**config.mk**
```make
export PLATFORM = sky130hd
export DESIGN_NAME = instr_mem_loader
export DESIGN_NICKNAME = d
export VERILOG_FILES = /design/src/rtl/instr_mem_loader.sv
export SDC_FILE = /design/constraint.sdc
export NUM_CORES = 1
export LEC_CHECK = 0
export ABC_AREA = 1
export CORE_MARGIN = 4
export CORE_UTILIZATION = 60
export CTS_CLUSTER_SIZE = 28
export DETAILED_ROUTE_END_ITERATION = 10
export PLACE_DENSITY = 0.95
export SLEW_MARGIN = 20
export SYNTH_ARGS = -nofsm -noshare
export SYNTH_HDL_FRONTEND = slang
export SYNTH_SLANG_ARGS = --single-unit
```
**constraint.sdc**
```tcl
create_clock -name clk_i -period 8.4 [get_ports clk_i]
set_input_delay 2.1 -clock clk_i [delete_from_list [all_inputs] [get_ports clk_i]]
set_output_delay 2.1 -clock clk_i [all_outputs]
set_load 0.01 [all_outputs]
```
**src/rtl/instr_mem_loader.sv**
```systemverilog
`default_nettype none
// ============================================================================
//  Module   : instr_mem_loader
//  Purpose  : Boot-time image writer for the byte-addressed, big-endian
//             instruction memory. Accepts 32-bit words on a valid/ready
//             stream and emits four byte writes per word, MSB first, while
//             holding the CPU in stall until a load completes.
//  Revision : 1.0  initial release
// ----------------------------------------------------------------------------
//  Ports
//    clk_i          rising-edge clock
//    rst_ni         asynchronous active-low reset
//    start_i        one-cycle load request (honoured in IDLE/DONE/ERROR only)
//    base_addr_i    first byte address of the image, sampled with start_i
//    word_count_i   number of words to load, sampled with start_i
//    in_valid_i     in_word_i carries a valid instruction word
//    in_word_i      instruction word, bit 31 is the MSB
//    in_ready_o     loader accepts in_word_i this cycle
//    wr_en_o        byte write strobe to the instruction memory
//    wr_addr_o      byte address of the write
//    wr_data_o      byte data of the write
//    busy_o         load in progress
//    done_o         load completed successfully (sticky until next start)
//    err_o          load rejected for alignment/range (sticky until next start)
//    cpu_hold_o     stall request to the PC/fetch logic
// ============================================================================
module instr_mem_loader #(
  parameter int MEM_BYTES = 400,
  parameter int CNT_W     = 16
) (
  input  logic             clk_i,
  input  logic             rst_ni,
  input  logic             start_i,
  input  logic [31:0]      base_addr_i,
  input  logic [CNT_W-1:0] word_count_i,
  input  logic             in_valid_i,
  input  logic [31:0]      in_word_i,
  output logic             in_ready_o,
  output logic             wr_en_o,
  output logic [31:0]      wr_addr_o,
  output logic [7:0]       wr_data_o,
  output logic             busy_o,
  output logic             done_o,
  output logic             err_o,
  output logic             cpu_hold_o
);

  // End-of-image address is formed 34 bits wide so base + 4*count can never
  // wrap and sneak past the range check.
  localparam int          c_SUM_W     = 34;
  localparam logic [33:0] c_MEM_LIMIT = 34'(MEM_BYTES);

  typedef enum logic [2:0] {
    S_IDLE      = 3'd0,
    S_CHECK     = 3'd1,
    S_WAIT_WORD = 3'd2,
    S_WRITE     = 3'd3,
    S_DONE      = 3'd4,
    S_ERROR     = 3'd5
  } state_e;

  state_e           state_q, state_d;
  logic [31:0]      addr_q, addr_d;     // byte address of the current word
  logic [CNT_W-1:0] rem_q, rem_d;       // words still to be written
  logic [31:0]      word_q, word_d;     // word being split into bytes
  logic [1:0]       idx_q, idx_d;       // byte index within the word

  logic             in_ready_q, in_ready_d;
  logic             wr_en_q, wr_en_d;
  logic [31:0]      wr_addr_q, wr_addr_d;
  logic [7:0]       wr_data_q, wr_data_d;
  logic             busy_q, busy_d;
  logic             done_q, done_d;
  logic             err_q, err_d;
  logic             cpu_hold_q, cpu_hold_d;

  logic [33:0]      w_end_addr;
  logic             w_bad_align;
  logic             w_bad_range;
  logic             w_start_ok;
  logic [7:0]       w_byte_sel;

  assign w_end_addr  = {2'b00, addr_q}
                     + {{(c_SUM_W-CNT_W-2){1'b0}}, rem_q, 2'b00};
  assign w_bad_align = (addr_q[1:0] != 2'b00);
  assign w_bad_range = (w_end_addr > c_MEM_LIMIT);

  // A request is only honoured while no load is running.
  assign w_start_ok  = start_i &&
                       ((state_q == S_IDLE) || (state_q == S_DONE) ||
                        (state_q == S_ERROR));

  // --------------------------------------------------------------------------
  // Next-state and datapath
  // --------------------------------------------------------------------------
  always_comb begin
    state_d = state_q;
    addr_d  = addr_q;
    rem_d   = rem_q;
    word_d  = word_q;
    idx_d   = idx_q;

    case (state_q)
      S_IDLE, S_DONE, S_ERROR: begin
        if (w_start_ok) begin
          addr_d  = base_addr_i;
          rem_d   = word_count_i;
          idx_d   = 2'd0;
          state_d = S_CHECK;
        end
      end

      S_CHECK: begin
        if (w_bad_align || w_bad_range) begin
          state_d = S_ERROR;
        end else if (rem_q == '0) begin
          state_d = S_DONE;
        end else begin
          state_d = S_WAIT_WORD;
        end
      end

      S_WAIT_WORD: begin
        // in_ready_q is high for the whole of this state, so in_valid_i
        // alone completes the handshake.
        if (in_valid_i) begin
          word_d  = in_word_i;
          idx_d   = 2'd0;
          state_d = S_WRITE;
        end
      end

      S_WRITE: begin
        if (idx_q == 2'd3) begin
          idx_d  = 2'd0;
          addr_d = addr_q + 32'd4;
          rem_d  = rem_q - {{(CNT_W-1){1'b0}}, 1'b1};
          if (rem_q == {{(CNT_W-1){1'b0}}, 1'b1}) begin
            state_d = S_DONE;
          end else begin
            state_d = S_WAIT_WORD;
          end
        end else begin
          idx_d = idx_q + 2'd1;
        end
      end

      default: begin
        state_d = S_IDLE;
      end
    endcase
  end

  // --------------------------------------------------------------------------
  // Output decode: outputs are registered from the next state so that they
  // line up with the state register rather than lagging it by a cycle.
  // --------------------------------------------------------------------------
  always_comb begin
    // Big-endian: byte 0 of a word is its most significant byte.
    w_byte_sel = 8'h00;
    case (idx_d)
      2'd0:    w_byte_sel = word_d[31:24];
      2'd1:    w_byte_sel = word_d[23:16];
      2'd2:    w_byte_sel = word_d[15:8];
      default: w_byte_sel = word_d[7:0];
    endcase
  end

  always_comb begin
    in_ready_d = (state_d == S_WAIT_WORD);
    wr_en_d    = (state_d == S_WRITE);
    wr_addr_d  = 32'd0;
    wr_data_d  = 8'h00;
    if (wr_en_d) begin
      wr_addr_d = addr_d + {30'd0, idx_d};
      wr_data_d = w_byte_sel;
    end
    busy_d     = (state_d == S_CHECK) || (state_d == S_WAIT_WORD) ||
                 (state_d == S_WRITE);
    done_d     = (state_d == S_DONE);
    err_d      = (state_d == S_ERROR);
    // The CPU runs only after a successful load; any new request stalls it.
    cpu_hold_d = (state_d != S_DONE);
  end

  // --------------------------------------------------------------------------
  // State and output registers
  // --------------------------------------------------------------------------
  always_ff @(posedge clk_i or negedge rst_ni) begin
    if (!rst_ni) begin
      state_q    <= S_IDLE;
      addr_q     <= 32'd0;
      rem_q      <= '0;
      word_q     <= 32'd0;
      idx_q      <= 2'd0;
      in_ready_q <= 1'b0;
      wr_en_q    <= 1'b0;
      wr_addr_q  <= 32'd0;
      wr_data_q  <= 8'h00;
      busy_q     <= 1'b0;
      done_q     <= 1'b0;
      err_q      <= 1'b0;
      cpu_hold_q <= 1'b1;
    end else begin
      state_q    <= state_d;
      addr_q     <= addr_d;
      rem_q      <= rem_d;
      word_q     <= word_d;
      idx_q      <= idx_d;
      in_ready_q <= in_ready_d;
      wr_en_q    <= wr_en_d;
      wr_addr_q  <= wr_addr_d;
      wr_data_q  <= wr_data_d;
      busy_q     <= busy_d;
      done_q     <= done_d;
      err_q      <= err_d;
      cpu_hold_q <= cpu_hold_d;
    end
  end

  assign in_ready_o = in_ready_q;
  assign wr_en_o    = wr_en_q;
  assign wr_addr_o  = wr_addr_q;
  assign wr_data_o  = wr_data_q;
  assign busy_o     = busy_q;
  assign done_o     = done_q;
  assign err_o      = err_q;
  assign cpu_hold_o = cpu_hold_q;

endmodule
`default_nettype wire

```
==> metrics, run 1 <==
ys flop type=dfrtp_1; placer congestion estimate=0.9922; Die Width=131.2 µm; drt first pass iters=6; Reg2Reg Setup Slack=4.22 ns; crit path from=start_i; Post-synth top cells=nand2_1 (382), inv_1 (189), nor2_1 (155); clk root buf=clkbuf_16; Crit Path Max Fanout=37; async set-reset flop share out of synthesis=100.0%; worst hold slack=0.5012 ns; die extent in y=131.2 µm; end of the critical path=wr_addr_o[21]; Slew @ Worst Pin=0.9863 ns; most frequent cell after synthesis=nand2_1; IO Pins=130; clock skew=0.01000 ns; Core ar.=14,700 µm²; CTS tree=yes; Starting Density=61.93%; area fraction of the dominant cell type after synthesis=35.74%; mean post-synth cell area=6.943 µm²; reg2reg end=wr_addr_o[24]; Post-synth EDFFs=0; Slew HR=34.17%; Leak Pwr=5.515 nW; power density over the cells=309.8 nW/µm²; Final #Nets=1,546; # rows=44; min-delay src=word_q[30]; arrival time worst endpoint=5.72 ns; Hold Crit Class=reg2reg; Routed Wire Length=29,530 µm; flip-flop and latch area=3279 µm²; post-DP HPWL=21,090 µm; ANT nets after route=0; # hold bufs at CTS=0; die area=17,210 µm²; Startpoint Class=primary input; CTS HTree Levels=4; initial antenna violation count=0; Clk Latency, worst-skew pair=0.44 ns; Vias=9,773; Synth area leader=dfrtp_1; Worst Setup End Kind=flip-flop; drt initial violations=1,277; final slew viol count=0; final hold violation count=0; DRC violations left=0; Yosys cell types=58; setup TNS=0 ns; CTS Buf Count=17; r2r startpoint=state_q[2]; via/cell ratio=5.977; worst vdd ir=192.1 µV; first-pass GRT wire length=47,670 µm; clk slew on worst S/H paths=0.06 ns; Filler cells=992; critical path class=in2reg; Synth warnings=0; vias in the first global route=9,392; largest net degree at the start of global routing=74; RSZ-0062 raised after global routing=no; post-synth net total=1,419; setup violators final=0; Antenna diodes=0; CTS resizes=0; synth top area cells=dfrtp_1 (36%), nand2_1 (16%), inv_1 (7.8%), nor2_1 (6.4%), nand3_1 (6.0%); total grt overflow=0; Critical Path RT=8.70 ns; Netlist Area Pre-Place=9102 µm²; MaxCap Viol Count=0; Synth Register Bits=131; deepest clock path buffer count=2; layout cells sized above 1=8.615%; PortBufs=129; mean routed wirelength per cell=18.06 µm; period utilization=64.53%; reg2reg path depth=16; Syn-to-layout area delta=22.27%; GR Util All Layers=34.20%; Tmin final=5.421 ns; clock sink total=131; post-synthesis sequential area ratio=36.03%; status=finished clean; Syn Inst Count=1,311; multi-input combinational cell area=4960 µm²; Achievable Freq=184.5 MHz; Post-CTS Setup Bufs=0
layer usage:
| metal | global-route usage [%] | wire length, µm | up-vias |
|---|---|---|---|
| met4 | 18.26 | 1650 | 0 |
| met3 | 9.862 | 3345 | 161 |
| met5 | 0 | 0 | - |
| li1 | - | - | 4471 |
| met2 | 56.05 | 13650 | 706 |
| met1 | 41.05 | 10880 | 4435 |
state kept, by name, summed over array words and instances (netlist names):
register / cells
state_q: 3
cpu_hold_o: 1
busy_o: 1
addr_q: 32
word_q: 32
err_o: 1
rem_q: 16
in_ready_o: 1
wr_en_o: 1
wr_data_o: 8
done_o: 1
wr_addr_o: 32
idx_q: 2
power by group:
part | leakage [nW] | internal, W | switching [W] | total, W
registers | 1.74 | 0.000755 | 0.000213 | 0.000967
clock network | 0.292 | 0.000456 | 0.000307 | 0.000763
logic | 3.49 | 0.000568 | 0.00115 | 0.00172
cell families after synthesis:
family | Yosys count | synth area share, %
AOI/OAI and AO/OA | 135 | 9.567
xor gates and xnor gates | 20 | 1.924
adders and majority gates | 24 | 3.464
buffers and inverters | 224 | 9.539
DFF | 131 | 36.03
muxes | 17 | 2.103
and+or+nand+nor | 760 | 37.37
worst min path at each step:
stage                      end  cells after the start
global placement     word_q[6]                      2
floorplan           word_q[20]                      2
finish              word_q[30]                      1
CTS                 word_q[30]                      1
global route         word_q[9]                      1
detailed placement   word_q[5]                      1
metrics by stage:
step                area, µm²  total power, W  utilization (%)  instances  worst slack (ns)
floorplan                9102        0.002146                -       1311             4.049
global placement        10530        0.002564            71.62       1603             2.984
detailed placement      10530        0.002617            71.62       1603             2.755
CTS                     11130        0.003394            75.72       1635             3.082
global route            11130        0.003699            75.72       1635             2.792
finish                  11130        0.003448            75.72       1635             2.980
cells in the final DEF, fill, tap and decap left out, types with 7 or more instances in the layout:
cell type / count
dfrtp_1: 130
nor3_1: 22
nand2_2: 8
nand4_1: 24
ha_1: 22
nand2_1: 382
nor2_1: 155
a21oi_1: 36
clkdlybuf4s50_1: 128
xor2_1: 16
nand3b_1: 11
nand3_2: 7
o21ai_0: 55
inv_1: 189
clkbuf_16: 17
nand3_1: 108
mux2_2: 17
a41oi_1: 7
inv_2: 11
nor2_2: 14
final cells by class:
type	instances	area share [%]
Tap cell	184	2.069
Multi-Input combinational cell	956	44.56
Clock inverter	13	1.338
Sequential cell	131	29.47
Inverter	201	6.779
Clock buffer	19	4.070
Timing Repair Buffer	131	11.71
critical path, cell delays in order:
cell and delay, ns:
clkdlybuf4s50_1 0.63, inv_2 0.11, nor2_8 0.44, o22ai_1 0.22, a21boi_1 0.38, inv_1 0.18, ha_1 0.32, a21oi_1 0.08
nor2_2 0.23, nand3_2 0.18, nor2_1 0.21, nand3_2 0.13, nor3_4 0.24, xor2_1 0.18, nor2_1 0.06
No activity file was read; power rests on OpenSTA's default activity.
==> run 2, diff against run 1 <==
--- a/config.mk
+++ b/config.mk
@@ -7,10 +7,10 @@
 export LEC_CHECK = 0
 export ABC_AREA = 1
 export CORE_MARGIN = 4
-export CORE_UTILIZATION = 60
+export CORE_UTILIZATION = 56
 export CTS_CLUSTER_SIZE = 28
 export DETAILED_ROUTE_END_ITERATION = 10
-export PLACE_DENSITY = 0.95
+export PLACE_DENSITY = 0.92
 export SLEW_MARGIN = 20
 export SYNTH_ARGS = -nofsm -noshare
 export SYNTH_HDL_FRONTEND = slang
==> constraint.sdc (replaced) <==
create_clock -name clk_i -period 5.5 [get_ports clk_i]
set_input_delay 1.375 -clock clk_i [delete_from_list [all_inputs] [get_ports clk_i]]
set_output_delay 1.375 -clock clk_i [all_outputs]
set_load 0.01 [all_outputs]
==> run 2 against run 1 <==
Compared with the run above:
- die area increased by 6.7%
- routed wire length decreased by 2.8%
- setup slack got worse by 2.2 ns
- largest power group unchanged
==> metrics, run 2 (synthesized netlist as in run 1, its figures left out) <==
status=finished clean; Top delay family on crit path=simple AND/OR/NAND/NOR gates; critical path class=in2reg; final hold violation count=0 (unchanged); drt initial violations=1,082 (-15%); fin worst setup slack=0.8056 ns (-2.174 ns); post-DP HPWL=21,070 µm (about the same); Tmin final=4.694 ns; Leak Pwr=5.555 nW (+0.72%); clock skew=0.01151 ns (+0.001505 ns); MaxCap Viol Count=0 (unchanged); Clk Latency, worst-skew pair=0.44 ns (about the same); Vias=9,706 (-0.69%); CTS tree=yes; crit path cell chain=clkdlybuf4s50_1 > inv_2 > nor2_8 > o22ai_1 > a21boi_1 > inv_1 > ha_1 > a21oi_1 > nor2_2 > nand3_2 > nor2_1 > nand3_2 > nor3_4 > xor2_1 > nor2_1; die area=18,360 µm² (+6.7%); Hold Crit Class=reg2reg; Slew @ Worst Pin=0.7410 ns (-0.2453 ns); drt first pass iters=9 (+3); # rows=46 (+4.5%); via/cell ratio=5.812 (-2.8%); Routed Wire Length=28,710 µm (-2.8%); placed insts=1,637 (+2.1%); largest net degree at the start of global routing=79 (+6.8%); initial antenna violation count=0 (unchanged); mean routed wirelength per cell=17.19 µm (-4.8%); setup TNS=0 ns (unchanged); Critical path buffers and inverters=3 (unchanged); PortBufs=129 (unchanged); Post-CTS Setup Bufs=0 (unchanged); Antenna diodes=0 (unchanged); Startpoint Class=primary input; Cell Area, Placed=10,580 µm² (+0.52%); Worst path max stage delay=0.63 ns (about the same); Achievable Freq=213.0 MHz; final cell count without fillers=1,670 (+2.1%); arrival time worst endpoint=5.00 ns (-0.72 ns); # hold bufs at CTS=0 (unchanged); total grt overflow=0 (unchanged); die extent in y=135.5 µm (+3.3%); DRC violations left=0 (unchanged); CTS resizes=0 (unchanged); ANT nets after route=0 (unchanged); Slew HR=50.60% (+16 points); deepest clock path buffer count=2 (unchanged); Starting Density=57.30% (-4.6 points); Reg2Reg Setup Slack=1.40 ns (-2.82 ns); worst vdd ir=318.6 µV (+66%); RSZ-0062 raised after global routing=no; IO Pins=130 (unchanged); met1 wire length=10,330 µm (-5.1%); commonest non-fill, non-tap cells in the layout=nand2_1 (382), inv_1 (189), nor2_1 (155); Critical Path RT=5.81 ns (-2.89 ns); top routing layer in use=met4; Core ar.=15,890 µm² (+8.1%); vias in the first global route=9,431 (+0.42%); period utilization=85.35%; GR Util All Layers=31.40% (-2.8 points); Syn-to-layout area delta=23.56%; setup violators final=0 (unchanged); first-pass GRT wire length=45,680 µm (-4.2%); slowest cell on the critical path=clkdlybuf4s50_1; Place WS=0.5901 ns (-2.165 ns); post-route cell area=11,250 µm² (+1.1%); Die Width=135.5 µm (+3.3%); commonest non-fill, non-tap cell in the layout=nand2_1; CTS HTree Levels=4 (unchanged); final slew viol count=0 (unchanged); Crit Path Max Fanout=37 (unchanged); WL met3=3421 µm (+2.3%); clk root buf=clkbuf_16; DR WL met2=13,300 µm (-2.6%); clock sink total=131 (unchanged); Worst Setup End Kind=flip-flop; layout cells sized above 1=8.803% (+0.19 points); clk slew on worst S/H paths=0.06 ns (about the same); placer congestion estimate=1.009 (+1.7%); CTS Buf Count=17 (unchanged); Final #Nets=1,549 (+0.19%); power density over the cells=476.4 nW/µm² (+54%)
==> run 2: worst paths after layout <==
check                                endpoint  cells past startpoint  startpoint
worst max-delay path            wr_addr_o[21]                     15     start_i
worst max register to register  wr_addr_o[24]                     15  state_q[0]
min in group asynchronous          in_ready_o                      1      rst_ni
worst min-delay path               word_q[30]                      1  word_q[30]
worst min register to register     word_q[30]                      1  word_q[30]
max in group asynchronous            rem_q[5]                      3      rst_ni
==> run 2: worst register-to-register path: cells and delay by family (launching register included) <==
kind / cells / cell delay (ns)
simple gates: 7 / 1.56
buf+inv: 4 / 0.70
flops: 1 / 0.44
fa+ha+maj: 2 / 0.72
xor+xnor: 1 / 0.16
compound gates: 1 / 0.39
==> run 2: metrics by stage <==
step / utilization [%] / hold WS (ns) / power (W)
after CTS: 70.63 / 0.5017 / 0.005267
final: 70.80 / 0.4982 / 0.005358
after detailed placement: 66.62 / 0.4822 / 0.004006
after floorplan: - / 0.4612 / 0.003278
after global routing: 70.80 / 0.5058 / 0.005750
after global placement: 66.62 / 0.4786 / 0.003906
==> run 2: cell type report <==
| type | instances | area [µm²] |
|---|---|---|
| fill | 1222 | 4638 |
| timing repair buffer | 134 | 1346 |
| multi-input combinational | 956 | 4960 |
| sequential | 131 | 3279 |
| clock buffer | 17 | 425.4 |
| tap | 216 | 270.3 |
| clock inverter | 15 | 211.5 |
| inverter | 201 | 754.5 |
==> run 2: power breakdown <==
group | switching [W] | internal, W | total [W]
Sequential | 0.000313 | 0.00115 | 0.00147
Combinational | 0.00178 | 0.000869 | 0.00265
Clock | 0.000502 | 0.000736 | 0.00124
==> run 2: routing by layer <==
metal,up-vias,GRT usage (%)
li1,4463,-
met1,4425,37.42
met2,663,49.72
met3,155,10.33
met4,0,18.37
met5,-,0
==> run 3, diff against run 2 <==
--- a/config.mk
+++ b/config.mk
@@ -7,10 +7,10 @@
 export LEC_CHECK = 0
 export ABC_AREA = 1
 export CORE_MARGIN = 4
-export CORE_UTILIZATION = 56
+export CORE_UTILIZATION = 60
 export CTS_CLUSTER_SIZE = 28
 export DETAILED_ROUTE_END_ITERATION = 10
-export PLACE_DENSITY = 0.92
+export PLACE_DENSITY = 0.95
 export SLEW_MARGIN = 20
 export SYNTH_ARGS = -nofsm -noshare
 export SYNTH_HDL_FRONTEND = slang
==> constraint.sdc (replaced) <==
create_clock -name clk_i -period 6 [get_ports clk_i]
set_input_delay 1.5 -clock clk_i [delete_from_list [all_inputs] [get_ports clk_i]]
set_output_delay 1.5 -clock clk_i [all_outputs]
set_load 0.01 [all_outputs]
==> run 3 against run 2 <==
Compared with the run above:
- combinational power decreased by 8.3%
- global-route usage increased by 2.5 points
- clock power decreased by 10%
- final cell count decreased by 2.0%
- sequential power decreased by 7%
- setup slack improved by 0.45 ns
- largest cell class unchanged
- highest routed layer unchanged
==> metrics, run 3 (synthesized netlist as in run 1, its figures left out) <==
status=finished clean; GR Util All Layers=33.87% (+2.5 points); Internal Power=0.002518 W (-8.7%); RSZ-0062 raised after global routing=no; Slew @ Worst Pin=0.9173 ns (+0.1763 ns); critical path class=in2reg; drt first pass iters=7 (-2); Final Power=0.004896 W (-8.6%); drt initial violations=1,176 (+8.7%); die area=17,210 µm² (-6.3%); MaxCap Viol Count=0 (unchanged); post-DP HPWL=21,090 µm (+0.11%); Post-CTS Setup Bufs=0 (unchanged); Startpoint Class=primary input; ANT nets after route=0 (unchanged); period utilization=79.07%; # rows=44 (-4.3%); clk root buf=clkbuf_16; Final #Nets=1,547 (-0.13%); Die Width=131.2 µm (-3.2%); Clk Latency, worst-skew pair=0.43 ns (about the same); commonest non-fill, non-tap cell in the layout=nand2_1; final slew viol count=0 (unchanged); deepest clock path buffer count=2 (unchanged); CTS resizes=0 (unchanged); Leak Pwr=5.535 nW (-0.35%); commonest non-fill, non-tap cells in the layout=nand2_1 (382), inv_1 (189), nor2_1 (155); P_sw=0.002377 W (-8.6%); largest net degree at the start of global routing=77 (-2.5%); initial antenna violation count=0 (unchanged); total grt overflow=0 (unchanged); final hold violation count=0 (unchanged); Core ar.=14,700 µm² (-7.5%); # hold bufs at CTS=0 (unchanged); Tmin final=4.744 ns; Reg power frac=27.7% (+0.3 points); placer congestion estimate=0.9731 (-3.6%); worst vdd ir=285.3 µV (-10%); vias in the first global route=9,478 (+0.50%); slowest cell on the critical path=clkdlybuf4s50_1; setup TNS=0 ns (unchanged); Achievable Freq=210.8 MHz; clock skew=0.008157 ns (-0.003350 ns); Worst path max stage delay=0.66 ns (+0.03 ns); switch share=48.56% (about the same); power density over the cells=438.4 nW/µm² (-8.0%); mean routed wirelength per cell=18.28 µm (+6.3%); Hold Crit Class=reg2reg; Starting Density=61.93% (+4.6 points); Slew HR=38.78% (-12 points); Syn-to-layout area delta=22.69%; Routed Wire Length=29,910 µm (+4.2%); clk slew on worst S/H paths=0.06 ns (about the same); layout cells sized above 1=8.678% (-0.13 points); PortBufs=129 (unchanged); Vias=9,844 (+1.4%); Comb power frac=49.6% (about the same); setup violators final=0 (unchanged); IO Pins=130 (unchanged); crit path cell chain=clkdlybuf4s50_1 > inv_2 > nor2_8 > o22ai_1 > a21boi_1 > inv_1 > ha_1 > a21oi_1 > nor2_2 > nand3_2 > nor2_1 > nand3_2 > nor3_4 > nand3_1 > nand2_1 > nor2_2; CTS tree=yes; die extent in y=131.2 µm (-3.2%); arrival time worst endpoint=5.05 ns (+0.05 ns); Antenna diodes=0 (unchanged); clock sink total=131 (unchanged); CTS Buf Count=17 (unchanged); Critical Path RT=6.30 ns (+0.49 ns); Crit Path Max Fanout=37 (unchanged); Worst Setup End Kind=flip-flop; first-pass GRT wire length=47,590 µm (+4.2%); via/cell ratio=6.017 (+3.5%); DRC violations left=0 (unchanged); CTS HTree Levels=4 (unchanged); power share of the clock group=22.7% (-0.4 points)
[run 3: stage by stage]
stage	utilization (%)	instance area (µm²)	hold WS [ns]	worst slack, ns	cells
finish	75.98	11170	0.5019	1.256	1636
global route	75.98	11170	0.5117	1.027	1636
CTS	75.84	11150	0.5011	1.344	1635
detailed placement	71.62	10530	0.4835	1.013	1603
global placement	71.62	10530	0.4765	1.191	1603
floorplan	-	9102	0.4612	2.249	1311
[run 3: path summary, 6_finish.rpt]
kind                            start             to  slack (ns)  cells past startpoint
min reg2reg                word_q[24]     word_q[24]        0.50                      1
min in group asynchronous      rst_ni     in_ready_o        1.02                      1
max                           start_i  wr_addr_o[25]        1.26                     16
max in group asynchronous      rst_ni      addr_q[1]        3.62                      3
min                        word_q[24]     word_q[24]        0.50                      1
max reg2reg                state_q[2]  wr_addr_o[24]        1.82                     16
[run 3: cell type report]
class	count	area, µm²
clock buffer	17	425.4
multi-input combinational	956	4960
clock inverter	15	195.2
tap	184	230.2
sequential	131	3279
fill	1006	3531
timing repair buffer	132	1324
inverter	201	754.5
[run 3: metal layers]
metal	vias to the layer above	GRT usage [%]	part of all wire [%]
met5	-	0	0
met4	0	16.22	5.6
met3	185	9.327	12
met2	785	56.25	47
met1	4422	41.06	36
li1	4452	-	-
[run 3: worst max-delay path: cells and delay by family]
kind                     cells  cell delay [ns]
adder cells (fa/ha/maj)      1             0.32
AND/OR/NAND/NOR              9             1.60
buffers and inverters        3             0.96
AO/OA/AOI/OAI                3             0.65
[run 3: power groups by stage]
stage	clock network [W]	logic [W]	registers [W]
finish	0.00111	0.00243	0.00136
global route	0.00115	0.00270	0.00137
CTS	0.00110	0.00237	0.00134
detailed placement	0	0.00232	0.00135
global placement	0	0.00226	0.00134
floorplan	0	0.00177	0.00124
==> RTL change: new RTL, settings of run 3 <==
Reset style: synchronous (`rst_ni`), changed in one clocked block. Comments in the files are not updated.
--- a/src/rtl/instr_mem_loader.sv
+++ b/src/rtl/instr_mem_loader.sv
@@ -187,5 +187,5 @@
   // State and output registers
   // --------------------------------------------------------------------------
-  always_ff @(posedge clk_i or negedge rst_ni) begin
+  always_ff @(posedge clk_i) begin
     if (!rst_ni) begin
       state_q    <= S_IDLE;
Check against the original RTL: differs if rst_ni is asserted again (counterexample within 4 cycles, from zero or initial values and one cycle with rst_ni low); with rst_ni held inactive, the same outputs for 10 cycles.
==> RTL change against run 3 <==
  * Setup slack better by 0.15 ns
  * Sequential share of layout area shrank 5.6 points
  * Cell area fell by 1.1%
  * Critical path depth grew 5
  * Synthesized area fell by 0.38%
  * Routed wire length down 1.7%
  * Sequential cell count is the same
  * Count of clock-buffer cells in the layout rose by 4
Power is not compared: it rests on default switching activity, and its combinational part moved more than twofold at a synthesized area within 25%.
==> RTL change: results (changes against run 3) <==
status complete, no violations; WP data arrival 4.95 ns (-0.10 ns); Post-Syn Nets 1,629 (+15%); Inserted Clock Buffers 17 (unchanged); Longest Clk Path Bufs 2 (unchanged); VDD IR max 0.000227 V; Commonest cells post-synth nand2_1 (474), inv_1 (245), nor2_1 (192), dfxtp_1 (131), nand3_1 (121); first-pass GRT wire length 45,800 um (-3.7%); Post-Route WL 29,400 um (-1.7%); relative slew slack 0.434 (+0.0460); M3 GR Usage 0.0748 (-0.0185); post-synth top area cell dfxtp_1; M2 GR Usage 0.552 (-0.0107); Synth area leaders dfxtp_1 (29%), nand2_1 (20%), inv_1 (10%); Yosys cell types 52 (-10%); largest net degree at the start of global routing 62 (-19%); Worst Skew 0.0111 ns (+0.00294 ns); crit-path max FO 39 (+5.4%); r2r worst-path depth 11 (-5); Hold Crit Depth 2 (+1); initial drt markers 1,128 (-4.1%); Hold Path Origin word_q[25]; vias in the first global route 9,839 (+3.8%); R2R setup slack 2.25 ns (+0.43 ns); nets 1,746 (+13%); Crit. Startpoint start_i; Crit Reg-Reg Startpoint state_q[0]; warning count from the yosys run 0 (unchanged); Final Wtd Congestion 1.01 (+4.2%); clock root buffer clkbuf_16; fraction of registers with async set/reset 0 (-1.00); Clock Latency Late Sink 0.44 ns; Vias 10.5k (+6.7%); diode count 0 (unchanged); register area share after synthesis 0.289 (-0.0711); drt first pass iters 7 (unchanged); hpwl dp 21,800 um (+3.4%); met1 usage 0.416 (+0.00528); fillers 1,114 (+11%); Port Buffers 129 (unchanged); htree depth 4 (unchanged); P_leak around 5.1 nW; antenna violations before repair 0 (unchanged); All-Layer GR Usage 0.338 (-0.000934); Min-Delay Path Class flop to flop; Worst-path clk slew 0.06 ns (about the same); setup bufs post-CTS 0 (unchanged); post_cts resized 0 (unchanged); share of cells above drive strength 1 0.0618 (-0.0250)
## RTL change: critical path: stages
cell and delay (ns):
clkdlybuf4s50_1 0.49, inv_1 0.12, nor2_8 0.47, inv_4 0.20
nand2_1 0.10, inv_1 0.05, a21oi_1 0.23, inv_1 0.13
ha_1 0.25, fa_1 0.40, inv_1 0.12, nor2_4 0.06
nand2_4 0.09, nor2_4 0.05, nand2_4 0.10, clkinv_4 0.08
nand3_4 0.08, nor2_4 0.05, nand2_2 0.11, o21ai_0 0.09
a21oi_1 0.16
## RTL change: kinds of logic after synthesis
group	Yosys count	synth area share
and+or+nand+nor	900	0.436
AOI/OAI and AO/OA	174	0.112
DFF	131	0.289
buffers and inverters	285	0.121
xor gates and xnor gates	7	0.00676
adders and majority gates	24	0.0348
## RTL change: worst paths after layout
| path | endpoint |
|---|---|
| worst min-delay path | word_q[25] |
| worst max register to register | wr_addr_o[22] |
| worst min register to register | word_q[25] |
| worst max-delay path | wr_addr_o[24] |
## RTL change: final cells by class
cell class	count	share of cell area
Timing Repair Buffer	132	0.119
Sequential cell	131	0.237
Tap cell	184	0.0208
Clock inverter	11	0.0105
Inverter	251	0.0860
Multi-Input combinational cell	1105	0.484
Clock buffer	21	0.0426
## RTL change: where the power goes
group	switching [mW]	leakage, nW	internal (mW)
Sequential	0.0521	1.06	0.903
Clock	0.429	0.279	0.611
Combinational	0.319	3.78	0.179
## RTL change: routing by layer
| metal | share of wire | vias to the layer above |
|---|---|---|
| met5 | 0 | - |
| met3 | 0.097 | 130 |
| met4 | 0.048 | 0 |
| met1 | 0.39 | 4672 |
| li1 | - | 5050 |
| met2 | 0.46 | 651 |
## RTL change: metrics by stage
| step | instances | util | worst slack, ns | area [sq um] | hold WS (ns) |
|---|---|---|---|---|---|
| CTS | 1835 | 0.754 | 1.49 | 11000 | 0.483 |
| global route | 1835 | 0.754 | 1.14 | 11000 | 0.514 |
| detailed placement | 1803 | 0.714 | 1.08 | 10500 | 0.470 |
| global placement | 1803 | 0.714 | 1.25 | 10500 | 0.461 |
| finish | 1835 | 0.754 | 1.41 | 11000 | 0.485 |
| floorplan | 1521 | - | 1.99 | 9070 | 0.453 |
